--- src/rtl/mem_byte_sequencer_pkg.sv ---
// Shared definitions for the byte-serial load/store sequencer:
// width codes, state encoding, request payload and decode helpers.
package mem_byte_sequencer_pkg;

    localparam int unsigned ADDR_W    = 32;
    localparam int unsigned DATA_W    = 32;
    localparam int unsigned BYTE_W    = 8;
    localparam int unsigned NUM_BYTES = DATA_W / BYTE_W;
    localparam int unsigned CNT_W     = 2;
    localparam int unsigned F3_W      = 3;

    // RISC-V width codes (funct3)
    localparam logic [F3_W-1:0] F3_B  = 3'b000;
    localparam logic [F3_W-1:0] F3_H  = 3'b001;
    localparam logic [F3_W-1:0] F3_W_ = 3'b010;
    localparam logic [F3_W-1:0] F3_BU = 3'b100;
    localparam logic [F3_W-1:0] F3_HU = 3'b101;

    typedef enum logic [1:0] {
        ST_IDLE = 2'd0,
        ST_XFER = 2'd1,
        ST_DONE = 2'd2
    } state_e;

    typedef struct packed {
        logic              write;
        logic [F3_W-1:0]   funct3;
        logic [ADDR_W-1:0] address;
        logic [DATA_W-1:0] store_data;
    } req_t;

    // Unsigned variants only exist for loads.
    function automatic logic f3_legal(input logic write, input logic [F3_W-1:0] funct3);
        case (funct3)
            F3_B, F3_H, F3_W_: f3_legal = 1'b1;
            F3_BU, F3_HU:      f3_legal = !write;
            default:           f3_legal = 1'b0;
        endcase
    endfunction

    // Index of the final byte (N-1) of a transfer.
    function automatic logic [CNT_W-1:0] last_idx(input logic [F3_W-1:0] funct3);
        case (funct3)
            F3_H, F3_HU: last_idx = CNT_W'(1);
            F3_W_:       last_idx = CNT_W'(3);
            default:     last_idx = CNT_W'(0);
        endcase
    endfunction

endpackage

--- src/rtl/mem_byte_sequencer_if.sv ---
// Request/response and byte-memory bus of the sequencer.
// master: requester + memory side; slave: the sequencer itself.
interface mem_byte_sequencer_if;
    import mem_byte_sequencer_pkg::*;

    logic              start;
    logic              write;
    logic [F3_W-1:0]   funct3;
    logic [ADDR_W-1:0] address;
    logic [DATA_W-1:0] store_data;
    logic              busy;
    logic              done;
    logic              error;
    logic [DATA_W-1:0] load_data;
    logic [ADDR_W-1:0] mem_address;
    logic [BYTE_W-1:0] mem_write_data;
    logic              mem_write_enable;
    logic [BYTE_W-1:0] mem_read_data;

    modport master (
        output start, write, funct3, address, store_data, mem_read_data,
        input  busy, done, error, load_data, mem_address, mem_write_data, mem_write_enable
    );

    modport slave (
        input  start, write, funct3, address, store_data, mem_read_data,
        output busy, done, error, load_data, mem_address, mem_write_data, mem_write_enable
    );

endinterface

--- src/rtl/mem_byte_sequencer_load_extender.sv ---
// Combinational sign/zero extension of an assembled load word.
// Ports: raw_data (assembled bytes), funct3 (width code), result_c (extended value).
module load_extender
    import mem_byte_sequencer_pkg::*;
(
    input  logic [DATA_W-1:0] raw_data,
    input  logic [F3_W-1:0]   funct3,
    output logic [DATA_W-1:0] result_c
);

    always_comb begin
        result_c = '0;
        case (funct3)
            F3_B:    result_c = {{(DATA_W-8){raw_data[7]}}, raw_data[7:0]};
            F3_H:    result_c = {{(DATA_W-16){raw_data[15]}}, raw_data[15:0]};
            F3_BU:   result_c = DATA_W'(raw_data[7:0]);
            F3_HU:   result_c = DATA_W'(raw_data[15:0]);
            F3_W_:   result_c = raw_data;
            default: result_c = '0;
        endcase
    end

endmodule

--- src/rtl/mem_byte_sequencer.sv ---
// Byte-serial load/store sequencer for a byte-wide memory.
// Ports: clk, reset (sync, active-high), bus (slave side of
// mem_byte_sequencer_if: request, response and memory byte port).
// All bus outputs are registered; next values derive from the next state.
module mem_byte_sequencer
    import mem_byte_sequencer_pkg::*;
(
    input  logic                 clk,
    input  logic                 reset,
    mem_byte_sequencer_if.slave  bus
);

    state_e            state_q, state_d;
    logic [CNT_W-1:0]  cnt_q, cnt_d;
    req_t              req_q, req_d;
    logic [DATA_W-1:0] asm_q, asm_d;
    logic [DATA_W-1:0] ext_data;

    logic              busy_q, busy_d;
    logic              done_q, done_d;
    logic              error_q, error_d;
    logic [DATA_W-1:0] load_data_q, load_data_d;
    logic [ADDR_W-1:0] mem_address_q, mem_address_d;
    logic [BYTE_W-1:0] mem_write_data_q, mem_write_data_d;
    logic              mem_write_enable_q, mem_write_enable_d;

    // Load assembly: merge the byte returned for the current cycle
    always_comb begin
        asm_d = asm_q;
        if (state_q == ST_XFER && !req_q.write) begin
            for (int i = 0; i < int'(NUM_BYTES); i++) begin
                if (CNT_W'(i) == cnt_q) asm_d[i*BYTE_W +: BYTE_W] = bus.mem_read_data;
            end
        end
    end

    load_extender u_load_extender (
        .raw_data (asm_d),
        .funct3   (req_q.funct3),
        .result_c (ext_data)
    );

    // Next state and next registered outputs
    always_comb begin
        state_d            = state_q;
        cnt_d              = cnt_q;
        req_d              = req_q;
        load_data_d        = load_data_q;
        busy_d             = 1'b0;
        done_d             = 1'b0;
        error_d            = 1'b0;
        mem_address_d      = '0;
        mem_write_data_d   = '0;
        mem_write_enable_d = 1'b0;

        case (state_q)
            ST_IDLE: begin
                if (bus.start) begin
                    req_d.write      = bus.write;
                    req_d.funct3     = bus.funct3;
                    req_d.address    = bus.address;
                    req_d.store_data = bus.store_data;
                    cnt_d            = '0;
                    if (f3_legal(bus.write, bus.funct3)) begin
                        state_d = ST_XFER;
                    end else begin
                        state_d     = ST_DONE;
                        error_d     = 1'b1;
                        load_data_d = '0;
                    end
                end
            end
            ST_XFER: begin
                if (cnt_q == last_idx(req_q.funct3)) begin
                    state_d = ST_DONE;
                    if (!req_q.write) load_data_d = ext_data;
                end else begin
                    cnt_d = CNT_W'(cnt_q + CNT_W'(1));
                end
            end
            ST_DONE: state_d = ST_IDLE;
            default: state_d = ST_IDLE;
        endcase

        busy_d = (state_d != ST_IDLE);
        done_d = (state_d == ST_DONE);

        // Address wraps naturally modulo 2^32
        if (state_d == ST_XFER) begin
            mem_address_d = req_d.address + ADDR_W'(cnt_d);
            if (req_d.write) begin
                mem_write_enable_d = 1'b1;
                for (int i = 0; i < int'(NUM_BYTES); i++) begin
                    if (CNT_W'(i) == cnt_d) mem_write_data_d = req_d.store_data[i*BYTE_W +: BYTE_W];
                end
            end
        end
    end

    // State and output registers
    always_ff @(posedge clk) begin
        if (reset) begin
            state_q            <= ST_IDLE;
            cnt_q              <= '0;
            req_q              <= '0;
            asm_q              <= '0;
            busy_q             <= 1'b0;
            done_q             <= 1'b0;
            error_q            <= 1'b0;
            load_data_q        <= '0;
            mem_address_q      <= '0;
            mem_write_data_q   <= '0;
            mem_write_enable_q <= 1'b0;
        end else begin
            state_q            <= state_d;
            cnt_q              <= cnt_d;
            req_q              <= req_d;
            asm_q              <= asm_d;
            busy_q             <= busy_d;
            done_q             <= done_d;
            error_q            <= error_d;
            load_data_q        <= load_data_d;
            mem_address_q      <= mem_address_d;
            mem_write_data_q   <= mem_write_data_d;
            mem_write_enable_q <= mem_write_enable_d;
        end
    end

    assign bus.busy             = busy_q;
    assign bus.done             = done_q;
    assign bus.error            = error_q;
    assign bus.load_data        = load_data_q;
    assign bus.mem_address      = mem_address_q;
    assign bus.mem_write_data   = mem_write_data_q;
    assign bus.mem_write_enable = mem_write_enable_q;

endmodule

--- src/flat_wrapper.sv ---
// flat-port wrapper written by rule: the top's interface ports become plain ports
module mem_byte_sequencer_flat import mem_byte_sequencer_pkg::*;
  (clk, reset, bus_start, bus_write, bus_funct3, bus_address, bus_store_data, bus_mem_read_data, bus_busy, bus_done, bus_error, bus_load_data, bus_mem_address, bus_mem_write_data, bus_mem_write_enable);
  mem_byte_sequencer_if bus_i ();
  input  logic clk;
  input  logic reset;
  input wire logic [$bits(bus_i.start)-1:0] bus_start;
  input wire logic [$bits(bus_i.write)-1:0] bus_write;
  input wire logic [$bits(bus_i.funct3)-1:0] bus_funct3;
  input wire logic [$bits(bus_i.address)-1:0] bus_address;
  input wire logic [$bits(bus_i.store_data)-1:0] bus_store_data;
  input wire logic [$bits(bus_i.mem_read_data)-1:0] bus_mem_read_data;
  output wire logic [$bits(bus_i.busy)-1:0] bus_busy;
  output wire logic [$bits(bus_i.done)-1:0] bus_done;
  output wire logic [$bits(bus_i.error)-1:0] bus_error;
  output wire logic [$bits(bus_i.load_data)-1:0] bus_load_data;
  output wire logic [$bits(bus_i.mem_address)-1:0] bus_mem_address;
  output wire logic [$bits(bus_i.mem_write_data)-1:0] bus_mem_write_data;
  output wire logic [$bits(bus_i.mem_write_enable)-1:0] bus_mem_write_enable;
  assign bus_i.start = bus_start;
  assign bus_i.write = bus_write;
  assign bus_i.funct3 = bus_funct3;
  assign bus_i.address = bus_address;
  assign bus_i.store_data = bus_store_data;
  assign bus_i.mem_read_data = bus_mem_read_data;
  assign bus_busy = bus_i.busy;
  assign bus_done = bus_i.done;
  assign bus_error = bus_i.error;
  assign bus_load_data = bus_i.load_data;
  assign bus_mem_address = bus_i.mem_address;
  assign bus_mem_write_data = bus_i.mem_write_data;
  assign bus_mem_write_enable = bus_i.mem_write_enable;
  mem_byte_sequencer u_core (.clk(clk), .reset(reset), .bus(bus_i));
endmodule
--- config.mk ---
export PLATFORM = sky130hd
export DESIGN_NAME = mem_byte_sequencer_flat
export DESIGN_NICKNAME = d
export VERILOG_FILES = /design/src/rtl/mem_byte_sequencer_pkg.sv /design/src/rtl/mem_byte_sequencer_if.sv /design/src/rtl/mem_byte_sequencer_load_extender.sv /design/src/rtl/mem_byte_sequencer.sv /design/src/flat_wrapper.sv
export SDC_FILE = /design/constraint.sdc
export NUM_CORES = 1
export LEC_CHECK = 0
export BUFFER_PORTS_ARGS = -buffer_cell sky130_fd_sc_hd__buf_2
export CORE_ASPECT_RATIO = 2
export CORE_MARGIN = 2
export CORE_UTILIZATION = 50
export DETAILED_ROUTE_END_ITERATION = 7
export PLACE_DENSITY = 0.76
export SLEW_MARGIN = 0
export SYNTH_ARGS = -nofsm -noshare
export SYNTH_HDL_FRONTEND = slang
export SYNTH_HIERARCHICAL = 1
export SYNTH_SLANG_ARGS = --single-unit
--- constraint.sdc ---
create_clock -name clk -period 3.6 [get_ports clk]
set_clock_uncertainty 0.05 [all_clocks]
set_input_delay 0.72 -clock clk [delete_from_list [all_inputs] [get_ports clk]]
set_output_delay 0.72 -clock clk [all_outputs]
set_load 0.05 [all_outputs]
==> flow_summary.yaml <==
power:
  p_clk_frac: 0.391
  p_sw_mw: 1.270
  power_density_mw_per_mm2: 484.4
  power_mw: 4.529
  power_frac_seq: 0.470
  ir_drop_uv: 326.5
  leakage_nw: 3.975
  combPwrFrac: 0.139
  switching_share: 0.2805
  p_int_mw: 3.259
worst_hold_path:
  hold_path_end: "u_core/req_q[16]"
  hold_path_depth: 2
  hold_path_class: "flop to flop"
  hold_start: "u_core/req_q[16]"
global_route:
  grt_pass1_wl_um: 32020
  antenna_found_initial: 1
  overflow: 0
  grt_max_degree: 57
  first_global_vias: 6331
  grt_usage: 0.2399
synth:
  ys.flop_type: "dfxtp_1"
  synth_area_leaders: "dfxtp_1 (45%), mux2i_1 (7.8%), mux2_2 (5.6%)"
  synthDistinctLibCells: 55
  yosys.area.top_type_share: 0.4513
  yosys.area.top_type: "dfxtp_1"
  syn_avg_cell_area_um2: 9.382
  synthMostInstantiatedCell: "dfxtp_1"
  synth_cells: 851
  synth_area_mm2: 0.007984
  yosysSeqAreaShare: 0.4513
  synth_common_cells: "dfxtp_1 (180), nand2_1 (101), nor2_1 (96)"
  async_reset_ff_frac: 0
  ys_warn_count: 6
  synth_nets: 937
  synth-seq-cells: 180
  synth-edff-count: 0
timing:
  fin_setup_tns_ns: 0
  worst_slew_pin_slew_ns: 1.126
  drv_slew: 0
  fin_crit_sh: 0.8414
  worst_slack_ns: 0.5711
  max_slew_margin: 0.2493
  setup_violations: 0
  hold_viol: 0
  fin_crit_ns: 3.029
  max_freq_mhz: 330.2
  rsz0062_at_grt: "false"
cts:
  path_clk_slew_ns: 0.07
  postCtsSetupRepairBufs: 0
  clock_sinks: 180
  cts_resized: 0
  clock_path_buffers: 2
  cts_tree: "done"
  insertion_delay_ns: 0.43
  ctsHoldBuffers: 0
  cts_root_buffer: "clkbuf_16"
  cts_buffers: 17
  htree_levels: 4
setup_path:
  crit_type: "flop to flop"
  end_kind: "flop"
  r2r_start: "u_core/cnt_q[0]"
  startpoint_type: "flop"
  crit_arrival_ns: 3.28
  r2r-end: "u_core/bus.mem_address[21]"
  path_max_fanout: 17
  worstPathRequired_ns: 3.85
  r2r_cells: 11
  ff2ff_setup_slack_ns: 0.57
  startpoint: "u_core/cnt_q[0]"
floorplan:
  chipHeight_um: 182.7
  fp-row-count: 65
  core-area_mm2: 0.01570
  dieArea_mm2: 0.01706
  die_w_um: 93.35
  ios: 155
  start_util: 0.5086
detailed_routing:
  ant_nets: 0
  wire_per_inst_um: 16.96
  dr.pass1.iters: 6
  drc: 0
  first_iter_violations: 275
  vias: 6435
  routed_wl_um: 20170
  viasPerCell: 5.412
placed_design:
  dp.cells: 1157
  gp_congestion: 0.8624
  io_buffers: 154
  pre_cts_slack_ns: 0.3756
  hpwl_um: 14170
outcome:
  status: "finished clean"
run:
  max-cap-violations: 0
finish:
  fillers: 1410
  nNetsFinal: 1061
  fin_util: 0.5957
  instances_no_fill: 1189
  syn_to_final_growth_pct: 17.11
  drive_above_1_share: 0.2644
-- power groups by stage --
stage / logic (mW) / registers (mW) / clock network, mW
finish: 0.630 / 2.13 / 1.77
global route: 0.689 / 2.13 / 1.90
detailed placement: 0.630 / 2.17 / 0
CTS: 0.632 / 2.13 / 1.80
global placement: 0.621 / 2.17 / 0
floorplan: 0.407 / 2.23 / 0
-- registers in the layout, indices dropped and copies added (netlist names) --
register,count
u_core/req_q,68
u_core/asm_q,32
u_core/bus.load_data,32
u_core/bus.mem_address,32
u_core/bus.mem_write_data,8
u_core/cnt_q,2
u_core/state_q,2
u_core/bus.busy,1
u_core/bus.done,1
u_core/bus.error,1
u_core/bus.mem_write_enable,1
-- layout make-up --
type	count	area (um^2)	area share
diodes	1	2.502	0.0002676
flip-flops and latches	180	3603	0.3854
clock inverters	13	125.1	0.01338
repair buffers	165	855.8	0.09153
clock buffers	18	429.2	0.04590
well taps	201	251.5	0.02690
inverters	9	33.78	0.003613
multi-input cells	602	4049	0.4330
-- worst max-delay path by stage --
stage | end | cells past startpoint
after detailed placement | u_core/bus.mem_address[21] | 11
after global placement | u_core/bus.mem_address[21] | 11
after CTS | u_core/bus.mem_address[21] | 11
final | u_core/bus.mem_address[21] | 11
after global routing | u_core/bus.mem_address[21] | 11
after floorplan | u_core/bus.mem_address[30] | 15
-- cell usage in the layout (no fill, tap or decap), types with 2 or more instances in the layout --
cell,synthesis,final
a21oi_1,49,49
a31oi_1,4,3
nor2b_1,35,35
a211o_1,9,9
buf_2,17,153
buf_4,1,12
o211ai_1,3,3
inv_6,0,4
xnor2_1,6,6
nor2_1,96,95
nand4_1,7,7
o21ai_1,11,11
mux2i_1,62,62
nand2_1,101,101
nor4_2,3,3
o221ai_1,2,2
and2_1,13,13
or2_2,2,2
nor3b_2,1,2
o21ai_2,4,4
inv_1,9,9
a21boi_0,8,8
nand2b_1,3,3
dfxtp_1,180,180
clkinvlp_4,0,4
o2bb2ai_2,7,7
o21ai_0,7,7
nor4b_1,2,2
clkbuf_16,0,17
nor3_1,15,15
xor2_1,26,26
a211oi_1,5,5
a21o_1,2,2
nand3_1,20,20
ha_1,6,6
a22oi_1,2,2
a22o_1,32,32
nor3b_1,4,3
clkinv_2,0,2
mux2_2,40,40
-- critical path, cell delays in order (launching register included) --
cell and delay [ns]:
dfxtp_1 0.47, xor2_1 0.17, a22oi_1 0.10, o21ai_0 0.38, o21ai_1 0.13, buf_4 0.21
ha_1 0.29, a21o_1 0.24, o221ai_1 0.33, a21oi_1 0.27, xor2_1 0.18, nor2_1 0.06
-- logic make-up (layout without fill, tap and decap cells) --
group / after synthesis / count (layout) / synth area share
flip-flops: 180 / 180 / 0.4513
adder cells (fa/ha/maj): 7 / 7 / 0.01191
AND/OR/NAND/NOR: 312 / 312 / 0.1884
XOR/XNOR: 32 / 32 / 0.03510
other: 0 / 1 / 0
buffers and inverters: 69 / 205 / 0.04325
multiplexers: 102 / 102 / 0.1341
AO/OA/AOI/OAI: 149 / 149 / 0.1359
-- metal layers --
| layer | up-vias | wire length (um) | part of all wire | track usage |
|---|---|---|---|---|
| met5 | - | 0 | 0 | 0 |
| met4 | 0 | 686 | 0.034 | 0.1118 |
| met3 | 36 | 1036 | 0.051 | 0.05450 |
| met2 | 188 | 11080 | 0.55 | 0.4406 |
| met1 | 3040 | 7372 | 0.37 | 0.2524 |
| li1 | 3171 | - | - | - |
-- per-stage QoR --
step | hold WS [ns] | cell area [um^2]
after floorplan | 0.3829 | 7984
after global placement | 0.3884 | 8793
after detailed placement | 0.3941 | 8793
after CTS | 0.4034 | 9348
after global routing | 0.4176 | 9350
final | 0.4033 | 9350
No activity file was read; power rests on OpenSTA's default activity.
